File: src/rtl/arm_mem_pkg.sv
// Shared memory-side types and constants for the SRAM-backed data memory.
// Latency: n/a (types only). Backpressure: n/a.
// Holds the access FSM encoding, default CPU base address and SRAM data width.
package arm_mem_pkg;

    typedef enum logic [1:0] {
        IDLE = 2'd0,
        LOW  = 2'd1,
        HIGH = 2'd2,
        DONE = 2'd3
    } sram_state_t;

    localparam int BASE_ADDR_DEFAULT = 1024;
    localparam int SRAM_DW           = 16;

endpackage

File: src/rtl/sram_controller.sv
// Turns each 32-bit MEM-stage load/store into two halfword async-SRAM phases (low, then high).
// Latency: ready low for 2*(WAIT_CYCLES+1)+1 cycles per access, ready high in DONE.
// Backpressure: ready drops combinationally on a request in IDLE and stays low until DONE.
module sram_controller
    import arm_mem_pkg::*;
#(
    parameter int BASE_ADDR   = BASE_ADDR_DEFAULT,
    parameter int WAIT_CYCLES = 5,
    parameter int SRAM_AW     = 18
) (
    input  logic                 clk,
    input  logic                 rst,
    input  logic                 wr_en,
    input  logic                 rd_en,
    input  logic [31:0]          address,
    input  logic [31:0]          write_data,
    output logic [31:0]          read_data,
    output logic                 ready,
    output logic [SRAM_AW-1:0]   sram_addr,
    output logic [SRAM_DW-1:0]   sram_dq_out,
    output logic                 sram_dq_oe,
    input  logic [SRAM_DW-1:0]   sram_dq_in,
    output logic                 sram_we_n,
    output logic                 sram_oe_n
);

    localparam int          WIDX_W    = SRAM_AW - 1;
    localparam logic [3:0]  WAIT_LAST = 4'(WAIT_CYCLES);

    sram_state_t        state;
    logic [3:0]         counter;
    logic               op_wr;
    logic [WIDX_W-1:0]  widx;
    logic [31:0]        wdata;

    logic               req;
    logic [WIDX_W-1:0]  widx_in;
    logic               phase_end;

    assign req       = rd_en | wr_en;
    assign widx_in   = WIDX_W'((address - 32'(BASE_ADDR)) >> 2);
    assign phase_end = (counter == WAIT_LAST);

    always_comb begin
        ready = 1'b0;
        case (state)
            IDLE:    ready = ~req;
            LOW:     ready = 1'b0;
            HIGH:    ready = 1'b0;
            DONE:    ready = 1'b1;
            default: ready = 1'b0;
        endcase
    end

    // Strobes are registered one cycle ahead so they line up exactly with each phase;
    // we_n rises on the last cycle of a write phase to give address/data hold.
    always_ff @(posedge clk or posedge rst) begin
        if (rst) begin
            state       <= IDLE;
            counter     <= 4'd0;
            op_wr       <= 1'b0;
            widx        <= '0;
            wdata       <= 32'd0;
            read_data   <= 32'd0;
            sram_addr   <= '0;
            sram_dq_out <= '0;
            sram_dq_oe  <= 1'b0;
            sram_we_n   <= 1'b1;
            sram_oe_n   <= 1'b1;
        end else begin
            case (state)
                IDLE: begin
                    if (req) begin
                        op_wr       <= wr_en;
                        widx        <= widx_in;
                        wdata       <= write_data;
                        counter     <= 4'd0;
                        state       <= LOW;
                        sram_addr   <= {widx_in, 1'b0};
                        sram_dq_out <= write_data[15:0];
                        sram_dq_oe  <= wr_en;
                        sram_we_n   <= ~wr_en;
                        sram_oe_n   <= wr_en;
                    end
                end
                LOW: begin
                    if (phase_end) begin
                        counter     <= 4'd0;
                        state       <= HIGH;
                        sram_addr   <= {widx, 1'b1};
                        sram_dq_out <= wdata[31:16];
                        sram_dq_oe  <= op_wr;
                        sram_we_n   <= ~op_wr;
                        sram_oe_n   <= op_wr;
                        if (!op_wr) begin
                            read_data[15:0] <= sram_dq_in;
                        end
                    end else begin
                        counter <= counter + 4'd1;
                        if (counter + 4'd1 == WAIT_LAST) begin
                            sram_we_n <= 1'b1;
                        end
                    end
                end
                HIGH: begin
                    if (phase_end) begin
                        counter    <= 4'd0;
                        state      <= DONE;
                        sram_dq_oe <= 1'b0;
                        sram_we_n  <= 1'b1;
                        sram_oe_n  <= 1'b1;
                        if (!op_wr) begin
                            read_data[31:16] <= sram_dq_in;
                        end
                    end else begin
                        counter <= counter + 4'd1;
                        if (counter + 4'd1 == WAIT_LAST) begin
                            sram_we_n <= 1'b1;
                        end
                    end
                end
                DONE: begin
                    state <= IDLE;
                end
                default: begin
                    state <= IDLE;
                end
            endcase
        end
    end

endmodule

File: config.mk
export PLATFORM = sky130hd
export DESIGN_NAME = sram_controller
export DESIGN_NICKNAME = d
export VERILOG_FILES = /design/src/rtl/arm_mem_pkg.sv /design/src/rtl/sram_controller.sv
export SDC_FILE = /design/constraint.sdc
export NUM_CORES = 1
export LEC_CHECK = 0
export ABC_AREA = 0
export CAP_MARGIN = 20
export CORE_ASPECT_RATIO = 0.6
export CORE_MARGIN = 2
export CORE_UTILIZATION = 39
export CTS_BUF_LIST = sky130_fd_sc_hd__clkbuf_16
export DETAILED_ROUTE_END_ITERATION = 8
export PLACE_DENSITY = 0.83
export SLEW_MARGIN = 25
export SYNTH_ARGS = -nofsm -noshare
export SYNTH_HDL_FRONTEND = slang
export SYNTH_SLANG_ARGS = --single-unit
File: constraint.sdc
create_clock -name clk -period 3.7 [get_ports clk]
set_clock_uncertainty 0.1 [all_clocks]
set_input_delay 0.74 -clock clk [delete_from_list [all_inputs] [get_ports clk]]
set_output_delay 0.74 -clock clk [all_outputs]
set_load 0.01 [all_outputs]
Word level (Yosys, flattened, before mapping)
Cells that the tools add are included.

cells by class
  $mul = 0
  add/sub/neg operators = 2
  equality and inequality tests = 8
  magnitude comparators = 0
  reduce and logical (&&, ||, !) cells = 13
  bitwise logic cells = 4
  muxes and demuxes = 25
  shift operators = 0
  div/mod/pow operators = 0

operator list
  kind                                                 number
  two-way mux 18 bit                                   2
  case mux 18 bit (2 select lines)                     1
  two-way mux 16 bit                                   2
  case mux 16 bit (2 select lines)                     1
  subtractor 19 x 11 -> 19 bit, second input constant  1
  case mux 1 bit (3 select lines)                      4
  AND reduction 3 bit                                  4
  == test 4 x 3 -> 1 bit, second input constant        2
  two-way mux 1 bit                                    8
  two-way mux 4 bit                                    2
  case mux 2 bit (4 select lines)                      1
  case mux 4 bit (2 select lines)                      1
  two-way mux 2 bit                                    3
  != test 2 bit, second input constant                 3
  AND reduction 2 bit                                  3
  adder 4 x 1 -> 4 bit, second input constant          1
  == test 2 bit, second input constant                 2
  AND reduction 4 bit                                  1
  nonzero test 2 bit                                   2
  inverter 1 bit                                       3
  nonzero test 3 bit                                   1
  == test 2 x 1 -> 1 bit, second input constant        1
  logical NOT 2 bit                                    1
  OR reduction 2 bit                                   1
  bitwise OR 1 bit                                     1

storage, ports and cells
  memory bits (writable) = 0
  flip-flop bits (word level) = 125
  memories = 0
  output and inout port bits = 70
  input port bits = 84
  ROM bits = 0
  word-level logic and storage cells = 64
  latch bits = 0

Depth between registers and ports, before layout
  word-level depth = 5
  depth in mapped cells = 8
  gate-level depth less buffers = 6

Worst setup path before layout
No wires, ideal clock.

  path type = input to output
  start = in wr_en
  end = out ready
  path slack = 1.706 ns
  cell stages on the path = 2
  buffers on the path = 0
  data arrival time = 1.154 ns
  required time = 2.860 ns
  path through = nor2_1 -> mux2_2

on the way
  cells in the longest elaborated chain, start to end = 3

ends and longest elaborated chain
  what                             RTL line               text
  start, declared                  sram_controller.sv:13  input logic wr_en,
  bitwise OR 1 bit                 sram_controller.sv:40  assign req = rd_en | wr_en;
  inverter 1 bit                   sram_controller.sv:47  IDLE: ready = ~req;
  case mux 1 bit (3 select lines)  sram_controller.sv:46  case (state)
  end, declared                    sram_controller.sv:18  output logic ready,

Every way passes these cells.

Worst setup path in the final report
Same ends and word-level chain as after synthesis.

==> flow_metrics.py <==
metrics = {
    "worst_setup_path": {
        "critical_path_class": "input pin to output pin",
        "cp.arrival_ps": 2300,
        "cp_max_fo": 5,
        "crit_path_end_kind": "output pin",
        "cp.required_ps": 2860,
        "crit_path_start_kind": "input pin",
    },
    "pwr": {
        "vdd_drop_max_mv": 0.385,
        "p_int_uw": 3570,
        "power_frac_seq": 0.380,
        "leakage_uw": 0.00283,
        "swShare": 0.353,
        "pwr-share-clk": 0.162,
        "cellPowerDensity_nw_per_um2": 827,
        "combPwrFrac": 0.457,
        "netSwitchingPower_uw": 1950,
    },
    "sta": {
        "period_needed_ps": 3140,
        "timing.fmax_mhz": 319,
        "min_period_over_period": 0.848,
        "rsz0062_at_grt": "no",
        "tightest_slew_ps": 585,
        "slew_violations": 0,
        "relSlewSlack": 0.610,
        "finalSetupViolCount": 0,
        "report.final.hold_viol_count": 0,
        "tns_ps": 0,
    },
    "layout": {
        "drive_gt1_frac": 0.183,
        "fin_nets": 625,
        "syn_to_final_growth_pct": 38.6,
        "stdcell_area_sq_um": 6660,
        "antenna_cells": 0,
    },
    "routing": {
        "drt-initial-drc-count": 115,
        "drtAntennaViolNets": 0,
        "avgViaCountPerCell": 5.01,
        "num_vias": 3511,
        "dr.pass1.iters": 6,
        "route.detailed.drc": 0,
        "post_drt_wl_per_cell_um": 15.9,
        "routed_wl_um": 11100,
    },
    "place": {
        "dp_hpwl_um": 7950,
        "dpl_cell_area_sq_um": 6370,
        "place_congestion": 0.838,
        "io_buffer_count": 138,
    },
    "cts": {
        "h-tree-depth": 3,
        "cts_root_buf": "clkbuf_16",
        "numCtsBuffers": 9,
        "cts_setup_buffers": 0,
        "cts_tree": "done",
        "cts_max_path_buffers": 2,
        "cts.sinks": 109,
        "cts.clk_slew.worst_paths_ps": 70,
        "cts_resized": 0,
        "worstSkewPairLatency_ps": 340,
        "cts.hold.buffers_added": 0,
    },
    "synth": {
        "synth_nets": 488,
        "yosysMostFrequentCell": "dfrtp_1",
        "synth-edff-count": 0,
        "synth.distinct_cells": 40,
        "synth_top_area_frac": 0.557,
        "ys_async_sr_fraction": 1.00,
        "yosysSeqAreaShare": 0.568,
        "ys_top_cells_by_area": "dfrtp_1 (56%), mux2_2 (14%), mux2i_1 (5.2%), o21ai_0 (4.4%), nand2_1 (3.9%)",
        "ys.flop_type": "dfrtp_1",
        "ys.warnings.count": 0,
        "ys_ff_latch": 109,
        "syn-cell-area_sq_um": 4810,
        "yosysTopAreaCell": "dfrtp_1",
        "postSynthCellCount": 394,
        "avgSynthCellArea_sq_um": 12.2,
        "netlist_top_cells_count": "dfrtp_1 (107), mux2_2 (61), nand2_1 (50)",
    },
    "global_routing": {
        "grt_pass1_wl_um": 18100,
        "grt_overflow": 0,
        "grt_pass1_vias": 3612,
        "grt_max_degree": 53,
        "antenna_found_initial": 0,
        "grt_usage": 0.172,
    },
    "die": {
        "dieArea_sq_um": 13300,
        "initial_core_util": 0.399,
        "placementRows": 31,
        "die_w_um": 147,
        "die_y_um": 90.0,
        "ios": 154,
        "design.core.area_sq_um": 12100,
    },
    "run_status": {
        "status": "finished clean",
    },
    "min_path": {
        "hp-class": "flop to flop",
    },
    "run": {
        "maxCapViolCount": 0,
    },
}
[area by class of cell]
class / instances / area, sq um
Timing Repair Buffer: 145 / 1460
Clock buffer: 9 / 225
Inverter: 9 / 37.5
Clock inverter: 7 / 51.3
Tap cell: 165 / 206
Sequential cell: 109 / 2730
Fill cell: 1023 / 5400
Multi-Input combinational cell: 257 / 1950
[placed cells by master, fill, tap and decap left out, drive strengths merged, types with 2 or more instances in the layout]
master / count
mux2: 61
inv: 11
o21ai: 47
buf: 7
nor2: 11
dfstp: 2
a21oi: 7
nor3: 2
nand3: 8
nand2: 52
mux2i: 25
o211ai: 4
xnor2: 5
nand2b: 3
ha: 10
clkbuf: 9
clkinv: 4
a22o: 4
clkdlybuf4s50: 138
dfrtp: 107
xor2: 3
[flip-flops by register name, summed over array words and instances (netlist names)]
| register | flops |
|---|---|
| state | 2 |
| read_data | 32 |
| wdata | 16 |
| op_wr | 1 |
| sram_addr | 18 |
| widx | 17 |
| sram_dq_out | 16 |
| sram_oe_n | 1 |
| sram_we_n | 1 |
| counter | 4 |
| sram_dq_oe | 1 |
[worst paths after layout]
path	startpoint	endpoint	slack (ps)	depth (start not counted)
min	sram_dq_out[8]	sram_dq_out[8]	380	2
max in group asynchronous	rst	wdata[23]	2050	4
max	wr_en	ready	560	4
min reg2reg	sram_dq_out[8]	sram_dq_out[8]	380	2
max reg2reg	state[1]	sram_dq_out[7]	1280	8
min in group asynchronous	rst	sram_addr[2]	620	2
[worst max-delay path: stages]
cell,delay (ps)
clkdlybuf4s50_1,530
nor2_1,300
mux2_2,210
clkdlybuf4s50_1,520
[power by group through the flow]
stage          combinational (uW)  clock, uW  sequential (uW)
2_1_floorplan                1310          0             2210
3_3_place_gp                 2440          0             2070
3_5_place_dp                 2540          0             2120
4_1_cts                      2540        927             2100
5_1_grt                      2740        975             2170
6_report                     2520        895             2100
[logic make-up (layout without fill, tap and decap cells)]
family,count (synthesis),in the layout,share of synthesized area
AOI/OAI and AO/OA,70,70,0.0848
xor gates and xnor gates,8,8,0.0146
adders and majority gates,10,10,0.0260
buffers and inverters,28,170,0.0291
DFF,109,109,0.568
muxes,86,86,0.195
and+or+nand+nor,83,83,0.0830
[per-layer routing]
layer  wire (um)  global-route usage  vias up
li1            -                   -     1642
met5           0                   0        -
met2        5050               0.269      128
met1        5280               0.239     1733
met4         108              0.0425        0
met3         688              0.0487        8
[metrics by stage]
step / hold slack (ps) / util / std cells / worst slack, ps / power [uW]
3_3_place_gp: 361 / 0.528 / 684 / 586 / 4510
3_5_place_dp: 370 / 0.528 / 684 / 578 / 4660
4_1_cts: 387 / 0.551 / 700 / 573 / 5570
6_report: 384 / 0.552 / 701 / 562 / 5510
2_1_floorplan: 349 / - / 394 / 1550 / 3520
5_1_grt: 413 / 0.552 / 701 / 489 / 5880
No activity file was read; power rests on OpenSTA's default activity.
